## src/rtl/uart_rcv_fifo.sv

```systemverilog
// UART receiver with mid-bit sampling, optional parity, sticky error flags and
// a show-ahead FIFO so frames arriving while the consumer is busy are kept.
module uart_rcv_fifo #(
  parameter int CLK_DIV    = 2604,
  parameter int DATA_BITS  = 8,
  parameter int PARITY     = 0,
  parameter int FIFO_DEPTH = 4
) (
  input  logic                          clk,
  input  logic                          rst,
  input  logic                          RX,
  input  logic                          rd_en,
  input  logic                          clr_err,
  output logic [DATA_BITS-1:0]          rx_data,
  output logic                          rdy,
  output logic [$clog2(FIFO_DEPTH):0]   count,
  output logic                          parity_err,
  output logic                          frame_err,
  output logic                          overrun
);

  localparam int AW = $clog2(FIFO_DEPTH);
  localparam int BW = $clog2(CLK_DIV);

  localparam logic [BW-1:0] HALF_M1  = BW'(CLK_DIV / 2 - 1);
  localparam logic [BW-1:0] DIV_M1   = BW'(CLK_DIV - 1);
  localparam logic [3:0]    LAST_BIT = 4'(DATA_BITS - 1);
  localparam logic [AW:0]   DEPTH_C  = (AW + 1)'(FIFO_DEPTH);

  localparam logic [2:0] S_IDLE    = 3'd0;
  localparam logic [2:0] S_START   = 3'd1;
  localparam logic [2:0] S_DATA    = 3'd2;
  localparam logic [2:0] S_PAR     = 3'd3;
  localparam logic [2:0] S_STOP    = 3'd4;
  localparam logic [2:0] S_WAIT_HI = 3'd5;

  // Running XOR covers data and parity bits; odd parity expects it to end at 1.
  function automatic logic parity_bad(input logic acc);
    if (PARITY == 1)      return acc;
    else if (PARITY == 2) return ~acc;
    else                  return 1'b0;
  endfunction

  logic                 rx_meta_q, rx_s_q;
  logic [2:0]           state_q, state_d;
  logic [BW-1:0]        baud_q, baud_d;
  logic [3:0]           bit_q, bit_d;
  logic [DATA_BITS-1:0] shift_q, shift_d;
  logic                 par_q, par_d;

  logic [DATA_BITS-1:0] mem_q [FIFO_DEPTH];
  logic [AW-1:0]        wr_ptr_q, rd_ptr_q;
  logic [AW:0]          count_q;

  logic                 perr_q, ferr_q, ovr_q;

  logic tick, pop, push, set_fe, set_pe, set_ov, full_after_pop;

  assign tick           = (baud_q == '0);
  assign pop            = rd_en && (count_q != '0);
  assign full_after_pop = (count_q == DEPTH_C) && !pop;

  always_ff @(posedge clk) begin
    if (rst) begin
      rx_meta_q <= 1'b1;
      rx_s_q    <= 1'b1;
    end else begin
      rx_meta_q <= RX;
      rx_s_q    <= rx_meta_q;
    end
  end

  always_comb begin
    state_d = state_q;
    baud_d  = tick ? DIV_M1 : baud_q - 1'b1;
    bit_d   = bit_q;
    shift_d = shift_q;
    par_d   = par_q;
    push    = 1'b0;
    set_fe  = 1'b0;
    set_pe  = 1'b0;
    set_ov  = 1'b0;
    case (state_q)
      S_IDLE: begin
        baud_d = HALF_M1;
        bit_d  = '0;
        par_d  = 1'b0;
        if (!rx_s_q) state_d = S_START;
      end
      S_START: begin
        if (tick) state_d = rx_s_q ? S_IDLE : S_DATA;
      end
      S_DATA: begin
        if (tick) begin
          shift_d = {rx_s_q, shift_q[DATA_BITS-1:1]};
          par_d   = par_q ^ rx_s_q;
          bit_d   = bit_q + 4'd1;
          if (bit_q == LAST_BIT) state_d = (PARITY != 0) ? S_PAR : S_STOP;
        end
      end
      S_PAR: begin
        if (tick) begin
          par_d   = par_q ^ rx_s_q;
          state_d = S_STOP;
        end
      end
      S_STOP: begin
        if (tick) begin
          if (!rx_s_q) begin
            set_fe  = 1'b1;
            state_d = S_WAIT_HI;
          end else if (parity_bad(par_q)) begin
            set_pe  = 1'b1;
            state_d = S_IDLE;
          end else begin
            if (full_after_pop) set_ov = 1'b1;
            else                push   = 1'b1;
            state_d = S_IDLE;
          end
        end
      end
      S_WAIT_HI: begin
        // A held-low line (break) must not look like a stream of start bits.
        if (rx_s_q) state_d = S_IDLE;
      end
      default: state_d = S_IDLE;
    endcase
  end

  always_ff @(posedge clk) begin
    if (rst) begin
      state_q <= S_IDLE;
      baud_q  <= HALF_M1;
      bit_q   <= '0;
      par_q   <= 1'b0;
    end else begin
      state_q <= state_d;
      baud_q  <= baud_d;
      bit_q   <= bit_d;
      par_q   <= par_d;
    end
  end

  always_ff @(posedge clk) begin
    shift_q <= shift_d;
    if (push) mem_q[wr_ptr_q] <= shift_q;
  end

  always_ff @(posedge clk) begin
    if (rst) begin
      wr_ptr_q <= '0;
      rd_ptr_q <= '0;
      count_q  <= '0;
    end else begin
      if (push) wr_ptr_q <= wr_ptr_q + 1'b1;
      if (pop)  rd_ptr_q <= rd_ptr_q + 1'b1;
      case ({push, pop})
        2'b10:   count_q <= count_q + 1'b1;
        2'b01:   count_q <= count_q - 1'b1;
        default: count_q <= count_q;
      endcase
    end
  end

  // A new error event in the same cycle as clr_err keeps the flag set.
  always_ff @(posedge clk) begin
    if (rst) begin
      perr_q <= 1'b0;
      ferr_q <= 1'b0;
      ovr_q  <= 1'b0;
    end else begin
      perr_q <= set_pe | (perr_q & ~clr_err);
      ferr_q <= set_fe | (ferr_q & ~clr_err);
      ovr_q  <= set_ov | (ovr_q & ~clr_err);
    end
  end

  assign rdy        = (count_q != '0);
  assign count      = count_q;
  assign rx_data    = rdy ? mem_q[rd_ptr_q] : '0;
  assign parity_err = perr_q;
  assign frame_err  = ferr_q;
  assign overrun    = ovr_q;

endmodule

```

## config.mk

```make
export PLATFORM = sky130hd
export DESIGN_NAME = uart_rcv_fifo
export DESIGN_NICKNAME = d
export VERILOG_FILES = /design/src/rtl/uart_rcv_fifo.sv
export SDC_FILE = /design/constraint.sdc
export NUM_CORES = 1
export LEC_CHECK = 0
export BUFFER_PORTS_ARGS = -buffer_cell sky130_fd_sc_hd__buf_4
export CAP_MARGIN = 40
export CORE_ASPECT_RATIO = 1.5
export CORE_MARGIN = 1.5
export CORE_UTILIZATION = 45
export CTS_CLUSTER_DIAMETER = 50
export CTS_CLUSTER_SIZE = 14
export DETAILED_ROUTE_END_ITERATION = 16
export GPL_ROUTABILITY_DRIVEN = 0
export PLACE_DENSITY_LB_ADDON = 0.15
export SKIP_CTS_REPAIR_TIMING = 1
export SYNTH_ARGS = -nofsm -noshare
export SYNTH_HDL_FRONTEND = slang
export SYNTH_SLANG_ARGS = --single-unit
```

## constraint.sdc

```tcl
create_clock -name clk -period 3.4 [get_ports clk]
set_input_delay 0.17 -clock clk [delete_from_list [all_inputs] [get_ports clk]]
set_output_delay 0.17 -clock clk [all_outputs]
set_load 0.02 [all_outputs]
```

==> results.cfg <==
[status]
status = completed

[setup_path]
crit_start = baud_q[0]
crit_path_start_kind = register
critical_path.max_stage_delay_ns = 0.37
worstSetupEndpointType = register
crit_required_ns = 3.67
r2r-start = baud_q[0]
critPathSlowestCell = nor3_2
path_max_fanout = 12
worst-setup-path-type = register to register
arrival_ns = 2.98
cp_cell_sequence = inv_1, ha_1, nor4b_4, nand4b_2, buf_4, nor3_2, inv_1, ha_1, inv_1, fa_1, xor2_1, or3_1, a21oi_1
crit_top_cell = inv_1
cp_num_buf_inv = 4
critPathTopFamily = simple AND/OR/NAND/NOR gates

[hold_path]
min_from = rst
hp-class = input pin to register

[floorplanning]
die_area_mm2 = 0.00740
die_width_um = 70.7
die_h_um = 105
ios = 20
start_util_pct = 47.1
coreArea_mm2 = 0.00658
rows = 36

[finish]
fillers = 563
drive_gt1_share_pct = 21.2
seq_area_mm2 = 0.00186
antenna-diode-count = 0
area_growth_pct = 15.6
multiInputGateArea_mm2 = 0.00115
layout.nets = 278

[clocking]
path_clk_slew_ns = 0.08
cts_root_buffer = clkbuf_8
cts.sink_count = 73
clkLatencyLatePin_ns = 0.33
tritoncts = built
htree_levels = 3
cts_inserted_buffers = 9
clockBufferDepth = 2

[timing]
skew_ns = 0.00888
whs_ns = 0.183
max_freq_mhz = 368
worstMarginPinSlew_ns = 0.770
setup_viol = 0
fin_setup_tns_ns = 0
rsz0062_at_grt = no
slew_headroom_pct = 48.3
slew_violations = 0
period_needed_ns = 2.72
fin_crit_sh_pct = 79.9
final-hold-violation-count = 0

[power_and_ir_drop]
intPower_w = 0.00142
power.density_mw_per_mm2 = 490
switching_share_pct = 18.8
leakage_nw = 1.22
pwr-share-comb_pct = 1.2
vdd.ir_drop.worst_mv = 0.333
seqPwrFrac_pct = 52.8
clock_power_share_pct = 46.1
p_sw_w = 0.000329

[route]
dr.pass1.iters = 4
drc = 0
dr.first_iter.drc_count = 137
vias = 1870
wl_per_cell_um = 15.7
via_per_inst = 5.42
routed_wl_um = 5430
drtAntennaViolNets = 0

[global_routing]
grt_pass1_vias = 1842
antenna_found_initial = 0
grt_use_total_pct = 16.3
grt_overflow = 0
grt_pass1_wl_um = 9320
grt_max_degree = 27

[placed_design]
hpwl_um = 3760
numPortBuffers = 19

[synth]
synth_edf_count = 40
ys_types = 48
avgSynthCellArea_um2 = 13.0
syn_area_mm2 = 0.00310
ys_seq_area_share_pct = 60.1
async_flop_share_pct = 0
synthFlopType = edfxtp_1
synth-seq-cells = 73
yosys_warnings = 0
synth_nets = 253
syn_inst = 239

[run]
maxCapViolCount = 0
## cells in the mapped netlist, drive strengths merged, types with 3 or more instances
cell	number	area [µm²]
edfxtp	40	1200
dfxtp	33	661
nor2	17	63.8
and2	13	81.3
a21oi	12	60.1
inv	12	45.0
clkbuf	8	30.0
ha	8	100
mux4	8	180
nand2	7	26.3
nand2b	7	43.8
o21ai	6	30.0
xnor2	5	43.8
nand3b	4	30.0
nor3	4	25.0
nor3b	4	30.0
nor4	4	40.0
or2	4	25.0
or3	4	25.0
xor2	4	35.0
nand3	3	15.0
nor4b	3	41.3
## through the flow
step	utilization [%]	std cells	total power [W]	instance area, µm²	setup slack, ns
after floorplan	-	239	0.000955	3100	1.06
after CTS	54.1	343	0.00177	3560	0.656
after detailed placement	50.4	327	0.000964	3320	0.694
final	54.4	345	0.00175	3580	0.684
after global placement	50.4	327	0.000964	3320	0.782
after global routing	54.4	345	0.00182	3580	0.346
## path summary, 6_finish.rpt
| path | cells past startpoint | end | slack, ns |
|---|---|---|---|
| min reg2reg | 1 | rx_s_q | 0.41 |
| min | 2 | rd_ptr_q[0] | 0.18 |
| max reg2reg | 13 | count[2] | 0.68 |
| max | 13 | count[2] | 0.68 |
## cells in the final DEF (no fill, tap or decap), types with 3 or more instances in the layout
cell type	instances
or2_2	4
or3_1	4
and2_1	13
buf_4	22
bufinv_16	3
nor4_1	3
nor3_1	3
mux4_2	8
a21oi_1	12
ha_1	8
nand3b_1	4
edfxtp_1	40
inv_1	12
dfxtp_1	33
nor3b_1	4
nor2_1	17
nand2b_1	7
nand3_1	3
xor2_1	4
xnor2_1	5
o21ai_0	6
clkbuf_8	9
nand2_1	7
## registers in the layout (all words and copies together), names as in the netlist, named ones only
| signal | flops |
|---|---|
| bit_q | 4 |
| shift_q | 8 |
| parity_err | 1 |
| rx_meta_q | 1 |
| baud_q | 12 |
| count | 3 |
| state_q | 3 |
| mem_q | 32 |
| rd_ptr_q | 2 |
| rx_s_q | 1 |
| overrun | 1 |
| wr_ptr_q | 2 |
| frame_err | 1 |
## power by group through the flow
stage | Clock, W | Combinational, W | Sequential (W)
after global placement | 0 | 0.0000188 | 0.000945
after global routing | 0.000876 | 0.0000232 | 0.000925
final | 0.000807 | 0.0000207 | 0.000925
after CTS | 0.000830 | 0.0000189 | 0.000924
after detailed placement | 0 | 0.0000188 | 0.000945
after floorplan | 0 | 0.0000116 | 0.000944
## cell families after synthesis
| kind of cell | Yosys count | synth area share (%) |
|---|---|---|
| flip-flops | 73 | 60.1 |
| AND/OR/NAND/NOR | 84 | 17.2 |
| XOR/XNOR | 9 | 2.55 |
| adder cells (fa/ha/maj) | 9 | 3.88 |
| multiplexers | 12 | 7.19 |
| AO/OA/AOI/OAI | 30 | 6.30 |
| buffers and inverters | 22 | 2.75 |
## worst register-to-register path, delay by kind of cell, from the launching register on
family | cells | cell delay [ns]
XOR/XNOR | 1 | 0.07
AND/OR/NAND/NOR | 4 | 1.12
AO/OA/AOI/OAI | 1 | 0.14
flip-flops | 1 | 0.35
buffers and inverters | 4 | 0.44
adder cells (fa/ha/maj) | 3 | 0.52
## final cells by class
type / instances / share of cell area, %
tap: 76 / 2.66
multi-input combinational: 144 / 32.1
timing repair buffer: 24 / 5.17
clock inverter: 6 / 3.22
clock buffer: 10 / 3.57
sequential: 73 / 52.0
inverter: 12 / 1.26
## routing by layer
layer / track usage (%) / up-vias / share of wire (%)
met5: 0 / - / 0
met4: 5.39 / 0 / 1.5
met3: 4.44 / 7 / 2.8
met2: 28.0 / 23 / 55
met1: 19.6 / 916 / 41
li1: - / 924 / -
Power figures use the tool's default switching activity.
